## config.mk

```make
export PLATFORM = sky130hd
export DESIGN_NAME = alu_op_scheduler
export DESIGN_NICKNAME = d
export VERILOG_FILES = /design/src/rtl/alu_sched_pkg.sv /design/src/rtl/alu_op_scheduler_rr_arbiter.sv /design/src/rtl/alu_op_scheduler.sv
export SDC_FILE = /design/constraint.sdc
export NUM_CORES = 1
export LEC_CHECK = 0
export ABC_AREA = 0
export BUFFER_PORTS_ARGS = -buffer_cell sky130_fd_sc_hd__buf_2
export CORE_ASPECT_RATIO = 1.4
export CORE_UTILIZATION = 51
export CTS_CLUSTER_SIZE = 40
export DETAILED_ROUTE_END_ITERATION = 16
export PLACE_DENSITY = 0.77
export SLEW_MARGIN = 20
export SYNTH_ARGS = -nofsm -noshare
export SYNTH_HDL_FRONTEND = slang
export SYNTH_HIERARCHICAL = 1
export SYNTH_SLANG_ARGS = --single-unit
```

## constraint.sdc

```tcl
create_clock -name clk -period 4 [get_ports clk]
set_input_delay 0.4 -clock clk [delete_from_list [all_inputs] [get_ports clk]]
set_output_delay 0.4 -clock clk [all_outputs]
set_load 0.02 [all_outputs]
```

## src/rtl/alu_sched_pkg.sv

```systemverilog
// Shared types and defaults for the ALU opcode scheduler.
// Optional statistics counters are enabled with ALU_SCHED_STATS_EN.
package alu_sched_pkg;

  // Scheduler phase: IDLE may issue, MC holds the decoder for a multi-cycle op.
  typedef enum logic [0:0] {
    IDLE = 1'b0,
    MC   = 1'b1
  } sched_state_e;

  // Decoder select width used by the 32-bit datapath.
  localparam int OPW_DEFAULT = 4;

  // Opcodes 'hE and 'hF occupy the decoder for several cycles.
  localparam logic [15:0] MC_MASK_DEFAULT = 16'hC000;

endpackage

```

## src/rtl/alu_op_scheduler_rr_arbiter.sv

```systemverilog
// Combinational round-robin arbiter: picks the first set request at or
// after ptr, wrapping from NREQ-1 back to 0.
module rr_arbiter #(
  parameter int NREQ = 4,
  parameter int IW   = $clog2(NREQ)
) (
  input  logic [NREQ-1:0] req,
  input  logic [IW-1:0]   ptr,
  output logic [NREQ-1:0] gnt,
  output logic [IW-1:0]   idx,
  output logic            valid
);

  logic [IW-1:0] cand_s;

  // Scan requesters starting at the pointer; the first hit wins.
  always_comb begin
    gnt    = '0;
    idx    = '0;
    valid  = 1'b0;
    cand_s = '0;
    for (int i = 0; i < NREQ; i++) begin
      cand_s = IW'((int'(ptr) + i) % NREQ);
      if (!valid && req[cand_s]) begin
        valid       = 1'b1;
        gnt[cand_s] = 1'b1;
        idx         = cand_s;
      end else begin
        valid = valid;
      end
    end
  end

endmodule

```

## src/rtl/alu_op_scheduler.sv

```systemverilog
// ALU opcode decoder scheduler: shares one decoder among NREQ requesters
// with round-robin arbitration and holds the enable for multi-cycle ops.
// Define ALU_SCHED_STATS_EN to add issue_cnt / mc_stall_cnt outputs.
module alu_op_scheduler
  import alu_sched_pkg::*;
#(
  parameter int                  NREQ    = 4,
  parameter int                  OPW     = OPW_DEFAULT,
  parameter int                  MC_LAT  = 3,
  parameter logic [(2**OPW)-1:0] MC_MASK = MC_MASK_DEFAULT
) (
  input  logic                    clk,
  input  logic                    rst_n,
  input  logic [NREQ-1:0]         req,
  input  logic [NREQ*OPW-1:0]     op_i,
  output logic [NREQ-1:0]         gnt,
  output logic                    dec_en,
  output logic [OPW-1:0]          dec_sel,
  output logic                    busy,
  output logic                    done,
  output logic [$clog2(NREQ)-1:0] done_id
`ifdef ALU_SCHED_STATS_EN
  ,
  output logic [15:0]             issue_cnt,
  output logic [15:0]             mc_stall_cnt
`endif
);

  localparam int IW = $clog2(NREQ);
  localparam int CW = $clog2(MC_LAT + 1);
  localparam logic [CW-1:0] CNT_LOAD = CW'(MC_LAT - 1);
  localparam logic [CW-1:0] CNT_ONE  = CW'(1);
  localparam logic [IW-1:0] LAST_IDX = IW'(NREQ - 1);
  localparam logic [IW-1:0] IDX_ONE  = IW'(1);

  sched_state_e  state_r, state_next_s;
  logic [IW-1:0] rr_ptr_r, rr_ptr_next_s;
  logic [CW-1:0] cnt_r, cnt_next_s;

  logic [NREQ-1:0] gnt_r, gnt_next_s;
  logic            dec_en_r, dec_en_next_s;
  logic [OPW-1:0]  dec_sel_r, dec_sel_next_s;
  logic            busy_r, busy_next_s;
  logic            done_r, done_next_s;
  logic [IW-1:0]   done_id_r, done_id_next_s;

  logic [NREQ-1:0] arb_gnt_s;
  logic [IW-1:0]   arb_idx_s;
  logic            arb_valid_s;
  logic [OPW-1:0]  op_sel_s;
  logic            op_is_mc_s;

  rr_arbiter #(
    .NREQ (NREQ),
    .IW   (IW)
  ) u_arb (
    .req   (req),
    .ptr   (rr_ptr_r),
    .gnt   (arb_gnt_s),
    .idx   (arb_idx_s),
    .valid (arb_valid_s)
  );

  // Opcode of the current winner and whether it occupies the decoder for several cycles.
  always_comb begin
    op_sel_s   = op_i[int'(arb_idx_s)*OPW +: OPW];
    op_is_mc_s = MC_MASK[op_sel_s];
  end

  // Next-state and next-output logic; held values default to their current registers.
  always_comb begin
    state_next_s   = state_r;
    rr_ptr_next_s  = rr_ptr_r;
    cnt_next_s     = cnt_r;
    gnt_next_s     = '0;
    dec_en_next_s  = 1'b0;
    dec_sel_next_s = dec_sel_r;
    busy_next_s    = 1'b0;
    done_next_s    = 1'b0;
    done_id_next_s = done_id_r;
    case (state_r)
      IDLE: begin
        if (arb_valid_s) begin
          gnt_next_s     = arb_gnt_s;
          dec_en_next_s  = 1'b1;
          dec_sel_next_s = op_sel_s;
          done_id_next_s = arb_idx_s;
          if (arb_idx_s == LAST_IDX) begin
            rr_ptr_next_s = '0;
          end else begin
            rr_ptr_next_s = arb_idx_s + IDX_ONE;
          end
          if (op_is_mc_s) begin
            busy_next_s  = 1'b1;
            cnt_next_s   = CNT_LOAD;
            state_next_s = MC;
          end else begin
            done_next_s  = 1'b1;
          end
        end else begin
          dec_en_next_s = 1'b0;
        end
      end
      MC: begin
        // Requests are ignored here; the decoder stays on the in-flight op.
        dec_en_next_s = 1'b1;
        if (cnt_r == CNT_ONE) begin
          done_next_s  = 1'b1;
          cnt_next_s   = '0;
          state_next_s = IDLE;
        end else begin
          busy_next_s  = 1'b1;
          cnt_next_s   = cnt_r - CNT_ONE;
        end
      end
      default: begin
        state_next_s = IDLE;
        cnt_next_s   = '0;
      end
    endcase
  end

  // FSM state, round-robin pointer and latency counter.
  always_ff @(posedge clk or negedge rst_n) begin
    if (!rst_n) begin
      state_r  <= IDLE;
      rr_ptr_r <= '0;
      cnt_r    <= '0;
    end else begin
      state_r  <= state_next_s;
      rr_ptr_r <= rr_ptr_next_s;
      cnt_r    <= cnt_next_s;
    end
  end

  // Output registers; a reset drops any op in flight without replay.
  always_ff @(posedge clk or negedge rst_n) begin
    if (!rst_n) begin
      gnt_r     <= '0;
      dec_en_r  <= 1'b0;
      dec_sel_r <= '0;
      busy_r    <= 1'b0;
      done_r    <= 1'b0;
      done_id_r <= '0;
    end else begin
      gnt_r     <= gnt_next_s;
      dec_en_r  <= dec_en_next_s;
      dec_sel_r <= dec_sel_next_s;
      busy_r    <= busy_next_s;
      done_r    <= done_next_s;
      done_id_r <= done_id_next_s;
    end
  end

  assign gnt     = gnt_r;
  assign dec_en  = dec_en_r;
  assign dec_sel = dec_sel_r;
  assign busy    = busy_r;
  assign done    = done_r;
  assign done_id = done_id_r;

`ifdef ALU_SCHED_STATS_EN
  logic [15:0] issue_cnt_r;
  logic [15:0] mc_stall_cnt_r;

  // Grant count and count of multi-cycle cycles that held off a pending request; both wrap.
  always_ff @(posedge clk or negedge rst_n) begin
    if (!rst_n) begin
      issue_cnt_r    <= 16'h0000;
      mc_stall_cnt_r <= 16'h0000;
    end else begin
      if ((state_r == IDLE) && arb_valid_s) begin
        issue_cnt_r <= issue_cnt_r + 16'h0001;
      end else begin
        issue_cnt_r <= issue_cnt_r;
      end
      if ((state_r == MC) && (|req)) begin
        mc_stall_cnt_r <= mc_stall_cnt_r + 16'h0001;
      end else begin
        mc_stall_cnt_r <= mc_stall_cnt_r;
      end
    end
  end

  assign issue_cnt    = issue_cnt_r;
  assign mc_stall_cnt = mc_stall_cnt_r;
`endif

endmodule

```

After elaboration in Yosys (flattened, before gate mapping)
Memories as Yosys holds them, arrays and structs flattened.
Cells that the tools add are included.
- memories: 1
- logic and storage cells: 90
- register bits after elaboration: 17
- bits of input ports: 22
- bits in writable memories: 0
- memory bits (read-only): 16
- bits in latches: 0
- memory list (name ; depth ; bits a word ; rd ports ; clocked after memory_dff ; wr ports ; RTL line ; RTL):
    (name not given) ; 16 ; 1 ; 1 ; 0 ; 0 ; alu_op_scheduler.sv:67 ; op_is_mc_s = MC_MASK[op_sel_s];
- shift operators: 1
- eq/ne operators: 4
- div/mod/pow operators: 0
- add/sub/neg operators: 5
- bitwise logic cells: 4
- order comparisons: 9
- $mul: 0
- multiplexer cells: 46
- reductions and logical operators: 12
- operators with widths (kind ; number):
    $mux W4 ; 6
    $mux W1 ; 20
    $mux W2 ; 8
    $shiftx A16 B5 Y4 ; 1
    $lt A2 B3 Y1 const B ; 4
    $or A4 B4 Y4 ; 3
    $bmux W1 S2 ; 4
    $demux W1 S2 ; 4
    $ge A2 B1 Y1 const B ; 4
    $logic_and A1 B1 Y1 ; 7
    $pmux W1 S2 ; 3
    $lt A4 B5 Y1 const B ; 1
    $add A2 B1 Y2 const B ; 2
    $add A2 B2 Y2 const B ; 2
    $ne A2 B2 Y1 const B ; 2
    $pmux W2 S2 ; 1
    $reduce_and A2 Y1 ; 2
    $logic_not A1 Y1 ; 3
    $eq A2 B1 Y1 const B ; 1
    $eq A2 B2 Y1 const B ; 1
    $sub A2 B1 Y2 const B ; 1
    $not A1 Y1 ; 1

Depth between registers and ports, before layout
Gate-level depths: netlist (run 1).
- word-level depth: 18
- gate-level depth with buffers: 12
- mapped depth without buffers: 9

Hierarchy
The synthesis (run 1) kept the hierarchy.
- modules (own cells, without submodules) (module ; instances ; area each (sq um) ; cells an instance):
    alu_op_scheduler ; 1 ; 763.2 ; 50
    rr_arbiter ; 1 ; 421.7 ; 45

Least setup slack after synthesis (run 1)
Ideal clock, no wire load.
- path kind: reg-to-reg
- start: reg rr_ptr_r[0]
- end: reg dec_sel_r[3] (netlist: dec_sel[3])
- stages on the path, launching flop included: 12
- data arrival time: 2.757 ns
- required time: 3.875 ns
- buffers on the path: 3
- period minus slack after synthesis: 2.882 ns
- setup slack: 1.118 ns
- cells stage by stage: dfrtp_1 -> buf_6 -> inv_1 -> ha_1 -> mux4_2 -> buf_6 -> and2b_2 -> o21ai_0 -> o31ai_1 -> buf_6 -> mux4_2 -> mux2_4
- longest elaborated chain between the ends: 13
- elaborated cells between the ends (all ways): 27
- RTL lines (element ; RTL line ; RTL):
    start, declared ; alu_op_scheduler.sv:37 ; logic [IW-1:0] rr_ptr_r, rr_ptr_next_s;
    start signal, assigned ; alu_op_scheduler.sv:131 ; rr_ptr_r <= rr_ptr_next_s;
    parallel branches: the longest is 11 deep, another holds $add A2 B1 Y2 ; -- ;
    $mux W2 (*) ; alu_op_scheduler_rr_arbiter.sv:24 ; if (!valid && req[cand_s]) begin
    net arb_idx_s[0] ; alu_op_scheduler.sv:48 ; logic [IW-1:0] arb_idx_s;
    $shiftx A16 B5 Y4 (*) ; alu_op_scheduler.sv:66 ; op_sel_s = op_i[int'(arb_idx_s)*OPW +: OPW];
    end signal, assigned ; alu_op_scheduler.sv:148 ; dec_sel_r <= dec_sel_next_s;
    end, declared ; alu_op_scheduler.sv:42 ; logic [OPW-1:0] dec_sel_r, dec_sel_next_s;
Mark *: on every way through the listed nets, which the timed path passes. The select of a mux whose other input is x is not followed.
A chain may end at the register's enable or synchronous reset.

Final worst setup path (run 1)
- start: reg rr_ptr_r[1]
- end: reg cnt_r[1]
- longest elaborated chain between the ends: 17
- elaborated cells between the ends (all ways): 31
- RTL lines (element ; RTL line ; RTL):
    parallel branches: the longest is 11 deep, another holds $add A2 B1 Y2 ; -- ;
    $mux W2 (*) ; alu_op_scheduler_rr_arbiter.sv:24 ;
    net arb_idx_s[0] ; alu_op_scheduler.sv:48 ;
    $shiftx A16 B5 Y4 (*) ; alu_op_scheduler.sv:66 ;
    $mem_v2 Z16 W1 (*) ; -- ;
    $mux W1 (implied by the code) (*) ; alu_op_scheduler.sv:67 ;
    $ne A2 B2 Y1 (no line) (*) ; -- ;
    $reduce_and A2 Y1 (no line) (*) ; -- ;
    end signal, assigned ; alu_op_scheduler.sv:132 ; cnt_r <= cnt_next_s;
    end, declared ; alu_op_scheduler.sv:38 ; logic [CW-1:0] cnt_r, cnt_next_s;
Marked as above.

==> results.toml, run 1 <==
[flow_run]
maxCapViolCount = 0

[sta]
fin_tns_setup_ps = 0
fin_crit_ps = 3090
fmax_mhz = 324
setup_viol = 0
hold_ws_ps = 20.5
finalMaxSlewViolations = 0
clock_skew_ps = 8.24
hold_violations = 0
worstMarginPinSlew_ps = 669
slew_headroom_pct = 55.1
rsz0062_at_grt = "no"
finalCritPeriodShare_pct = 77.2

[detailed_routing]
via_per_inst = 5.66
drtIter0Drc = 24
drc = 0
wire_per_inst_um = 14.3
final_antenna_net_count = 0
via_count = 860
drtPass1Iterations = 4
drt_wl_total_um = 2170

[cts]
clock_sinks = 17
cts_buffers = 3
cts_resized = 0
cts_max_level = 1
hold_buffers = 0
clk_pin_slew_ps = 100
cts_tree = "built"
cts_root_buffer = "clkbuf_4"
insertion_delay_ps = 280
cts_max_path_buffers = 2
post_cts.repair.setup_buffers = 0

[grt]
grt_antenna_before_repair = 0
grt_overflow = 0
grt_pass1_wl_um = 3470
grtUsageTotal_pct = 18.0
grt_max_degree = 18
grt_pass1_vias = 820

[pwr]
p_per_area_nw_per_um2 = 972
cellLeakagePower_nw = 0.654
switching_share_pct = 42.5
comb_power_share_pct = 70.3
power_frac_seq_pct = 23.1
power.switching_w = 0.000571
clkPwrFrac_pct = 6.5
ir_drop_mv = 0.550
internal_power_w = 0.000774

[floorplan]
die_h_um = 59.0
die_area_um2 = 2520
design.core.area_um2 = 2180
start_util_pct = 54.4
fp.dieW_um = 42.7
rows = 20
top_level_ports = 35

[finish]
diodes = 0
instances_no_fill = 152
fill_cells = 183
drive_gt1_share_pct = 44.6
area_growth_pct = 16.8
nets = 160
finalCoreUtilization_pct = 63.6

[synth]
async_flop_share_pct = 100
seq_area_frac_synth_pct = 35.9
yosysUniqueCellTypes = 31
synth-seq-cells = 17
yosysWarnings = 6
syn_nets = 124
syn_area_um2 = 1180
yosys-top-cells-count = "17 x dfrtp_1, 8 x a22oi_1, 7 x ha_1"
syn_avg_cell_area_um2 = 12.5
synth-edff-count = 0
synth_top_flop_cell = "dfrtp_1"
synth.area.top_cells = "dfrtp_1 36%, mux4_2 11%, ha_1 7.4%, mux2_2 5.7%, a22oi_1 5.1%"
syn_inst = 95
synth.top_cell.area_share_pct = 35.9
synth_most_common_cell = "dfrtp_1"
synth_top_area_cell = "dfrtp_1"

[setup_path]
regToRegEndpoint = "cnt_r[1]"
reg2reg_from = "rr_ptr_r[1]"
reg2regPathDepth = 9
r2r_slack_ps = 910
cp.arrival_ps = 3240
setup.worst_path.end_class = "register"
path_cells = "inv_1 > ha_1 > mux4_2 > and2b_2 > o21ai_0 > o31ai_2 > mux4_2 > nand4_1 > o211ai_1"
startpoint_type = "register"
cp_max_fo = 10
cp_slowest_cell = "mux4_2"
endpoint = "cnt_r[1]"
slowest_delay_ps = 630
critical_path_required_ps = 4160
crit_path_frequent_cell = "mux4_2"
crit_type = "register to register"
startpoint = "rr_ptr_r[1]"

[place]
gp_congestion = 0.791
portBuffers = 34
dp_hpwl_um = 1740
dp.cells = 148

[run_status]
status = "complete, no violations"

[hold_path]
hold_path.class = "primary input to async pin"
stage by stage:
step	setup WS [ps]	cell area [um2]	power (W)
6_report	911	1380	0.00135
3_5_place_dp	637	1350	0.00126
4_1_cts	612	1380	0.00135
3_3_place_gp	708	1350	0.00123
2_1_floorplan	1120	1180	0.00112
5_1_grt	769	1380	0.00146
state kept, by name, summed over array words and instances, names as in the netlist:
name	flops
rr_ptr_r	2
done_id	2
dec_sel	4
busy	1
dec_en	1
gnt	4
cnt_r	2
done	1
cell type report:
cell class	count	area, um2	share of cell area, %
inverter	4	15.0	1.08
timing repair buffer	36	185	13.4
multi-input combinational	69	704	50.9
clock buffer	4	26.3	1.90
tap	22	27.5	1.99
sequential	17	425	30.7
layout by cell type, fill, tap and decap left out, types with 2 or more instances in the layout:
master	count
buf_2	34
and2_1	5
mux2_4	3
mux4_1	2
mux2i_1	2
mux2_2	6
a22oi_1	8
nor2b_1	2
ha_1	7
clkbuf_4	3
buf_4	2
inv_1	4
dfrtp_1	17
nor2_1	4
o21ai_0	5
nand2_1	2
nand2b_1	3
o211ai_1	2
mux4_2	6
worst max-delay path, delay by kind of cell (launching register included):
kind	cells	cell delay, ps
muxes	2	1070
AOI/OAI and AO/OA	3	410
DFF	1	520
buffers and inverters	1	140
adders and majority gates	1	360
and+or+nand+nor	2	460
metal layers:
metal	up-vias	global-route usage, %	routed length [um]
li1	434	-	-
met1	398	21.4	889
met2	26	31.4	1170
met3	2	2.74	83
met4	0	8.48	30
met5	-	0	0
kinds of logic after synthesis:
kind of cell / Yosys count / synth area share (%)
AND/OR/NAND/NOR: 23 / 12.4
AO/OA/AOI/OAI: 19 / 11.5
multiplexers: 19 / 27.0
flip-flops: 17 / 35.9
buffers and inverters: 9 / 5.07
adder cells (fa/ha/maj): 7 / 7.39
XOR/XNOR: 1 / 0.739
power groups by stage:
| stage | combinational (W) | sequential (W) | clock, W |
|---|---|---|---|
| after floorplan | 0.000740 | 0.000377 | 0 |
| after global placement | 0.000918 | 0.000314 | 0 |
| after detailed placement | 0.000940 | 0.000316 | 0 |
| after CTS | 0.000943 | 0.000312 | 0.0000920 |
| after global routing | 0.00104 | 0.000322 | 0.000100 |
| final | 0.000946 | 0.000311 | 0.0000880 |
worst min-delay path by stage:
stage,startpoint,end,slack [ps],cells past startpoint
floorplan,rst_n,busy,100,0
global placement,rst_n,gnt[3],330,1
detailed placement,rst_n,gnt[3],340,1
CTS,rst_n,dec_sel[2],20,1
global route,rst_n,gnt[3],30,1
finish,rst_n,dec_sel[2],20,1
(Power assumes the default switching activity.)
==> run 2, diff against run 1 <==
clock period = 2.9 ns   (was 4 ns; I/O delays follow)
==> run 2 against run 1 <==
Cell area increased by 3.6%. Worst setup slack worse by 780 ps. Global-route usage is 0.72 points higher. Flip-flop and latch count unchanged. Critical endpoint is now dec_sel[1]. Sequential power grew 34%. Worst hold slack improved by 430 ps. First-iteration DRC count is 42% higher. Clock skew fell by 6.6 ps. Fmax grew 12%. Clock power increased by 40%. Critical path type unchanged. Highest routed layer unchanged. Critical path depth stayed put. Count of clock-buffer cells in the layout is the same.
==> results.toml, run 2 (synthesis results as in run 1) <==
[finish]
layout.area.seq_um2 = 427
nets = 164
design_area_um2 = 1430
diodes = 0
fill_cells = 179
final_cell_mix = "34 x buf_2, 16 x dfrtp_1, 8 x a22oi_1"
final_common_cell = "buf_2"
area_growth_pct = 21.0
drive_gt1_share_pct = 47.8
multi_input_area_um2 = 721

[sta]
setup_ws_ps = 132
hold_violations = 0
clock_skew_ps = 1.65
finalMaxSlewViolations = 0
rsz0062_at_grt = "no"
slew_headroom_pct = 59.5
fin_crit_ps = 2770
fin_tns_setup_ps = 0
fmax_mhz = 361
setup_viol = 0
worstMarginPinSlew_ps = 604
finalCritPeriodShare_pct = 95.5

[place]
gp_congestion = 0.882
portBuffers = 34
dp_hpwl_um = 1920
place_ws_ps = -32.7
place_area_um2 = 1380

[setup_path]
crit_path_frequent_cell = "mux4_2"
cp_max_fo = 9
slowest_delay_ps = 450
startpoint_type = "register"
path_cells = "inv_1 > ha_4 > mux4_2 > buf_4 > nand2b_1 > o221ai_1 > a32o_1 > mux4_2 > mux2_4"
r2r_slack_ps = 130
setup.worst_path.end_class = "register"
reg2regPathDepth = 9
crit_type = "register to register"
startpoint = "rr_ptr_r[1]"
cp_slowest_cell = "dfrtp_2"
reg2reg_from = "rr_ptr_r[1]"
critical_path_required_ps = 3070
cp.arrival_ps = 2940

[floorplan]
rows = 20
design.core.area_um2 = 2180
start_util_pct = 54.4
die_area_um2 = 2520
top_level_ports = 35
die_h_um = 59.0
fp.dieW_um = 42.7

[detailed_routing]
drtIter0Drc = 34
drt_wl_total_um = 2390
drtPass1Iterations = 4
wl_met2_um = 1350
dr.max_layer_used = "met4"
via_per_inst = 5.95
drc = 0
final_antenna_net_count = 0
wire_per_inst_um = 15.3
wl_met3_um = 92
via_count = 928
drt-met1-wl_um = 912

[grt]
grt_overflow = 0
grt_max_degree = 18
grtUsageTotal_pct = 18.7
grt_pass1_wl_um = 3530
grt_pass1_vias = 817
grt_antenna_before_repair = 0

[flow_run]
maxCapViolCount = 0

[cts]
insertion_delay_ps = 280
cts_max_level = 1
clk_pin_slew_ps = 100
clock_sinks = 17
cts_tree = "built"
cts_max_path_buffers = 2
cts_buffers = 3
cts_root_buffer = "clkbuf_4"

[run_status]
status = "complete, no violations"

[hold_path]
hold_path.class = "primary input to async pin"

[pwr]
ir_drop_mv = 0.773
total_power_w = 0.00196
p_per_area_nw_per_um2 = 1360
cellLeakagePower_nw = 0.673
## run 2: changes by cell type in the layout (fill, tap and decap cells not counted)
cell,delta
buf_4,+3
dfrtp_1,-1
dfrtp_2,+1
dlygate4sd3_1,+1
ha_1,-1
ha_4,+1
nor2b_1,-1
nor2b_2,+1
nor4_1,-1
nor4_2,+1
o31ai_1,+1
o31ai_2,-1
## run 2: what timing repair did
item                                    4_1_cts  5_1_grt
buffers inserted                              0        0
hold buffers                                  1        0
endpoints found under the setup margin        1        9
resized for setup                             1        3
endpoints found under the hold margin        17        0
## run 2: worst paths after layout
path / end
max: dec_sel[1]
min: gnt[3]
max reg2reg: dec_sel[1]
min reg2reg: done_id[1]
max in group asynchronous: rr_ptr_r[1]
min in group clk: dec_sel[0]
## run 2: layout make-up
| class | count | share of cell area (%) |
|---|---|---|
| timing repair buffer | 40 | 15.2 |
| sequential | 17 | 29.8 |
| clock buffer | 4 | 1.83 |
| tap | 22 | 1.92 |
| multi-input combinational | 69 | 50.3 |
| inverter | 4 | 1.05 |
## run 2: worst max-delay path: cells and delay by family, from the launching register on
kind / cells / cell delay, ps
muxes: 3 / 960
AOI/OAI and AO/OA: 2 / 500
DFF: 1 / 450
buffers and inverters: 2 / 360
adders and majority gates: 1 / 240
and+or+nand+nor: 1 / 150
## run 2: report_power, final
part           switching [W]  internal, W
sequential         0.0000616     0.000357
clock              0.0000694    0.0000533
combinational       0.000702     0.000713
total               0.000833      0.00112
## run 2: stage by stage
stage	instances	utilization [%]	hold slack [ps]
final	156	65.9	455
after global routing	156	65.9	469
after floorplan	95	-	-5.59
after detailed placement	151	63.2	236
after CTS	156	64.9	465
after global placement	151	63.2	227
## run 2: layer usage
layer  vias to the layer above  GRT usage (%)
li1                        444              -
met1                       450           21.1
met2                        30           34.6
met3                         4           3.35
met4                         0           6.70
met5                         -              0
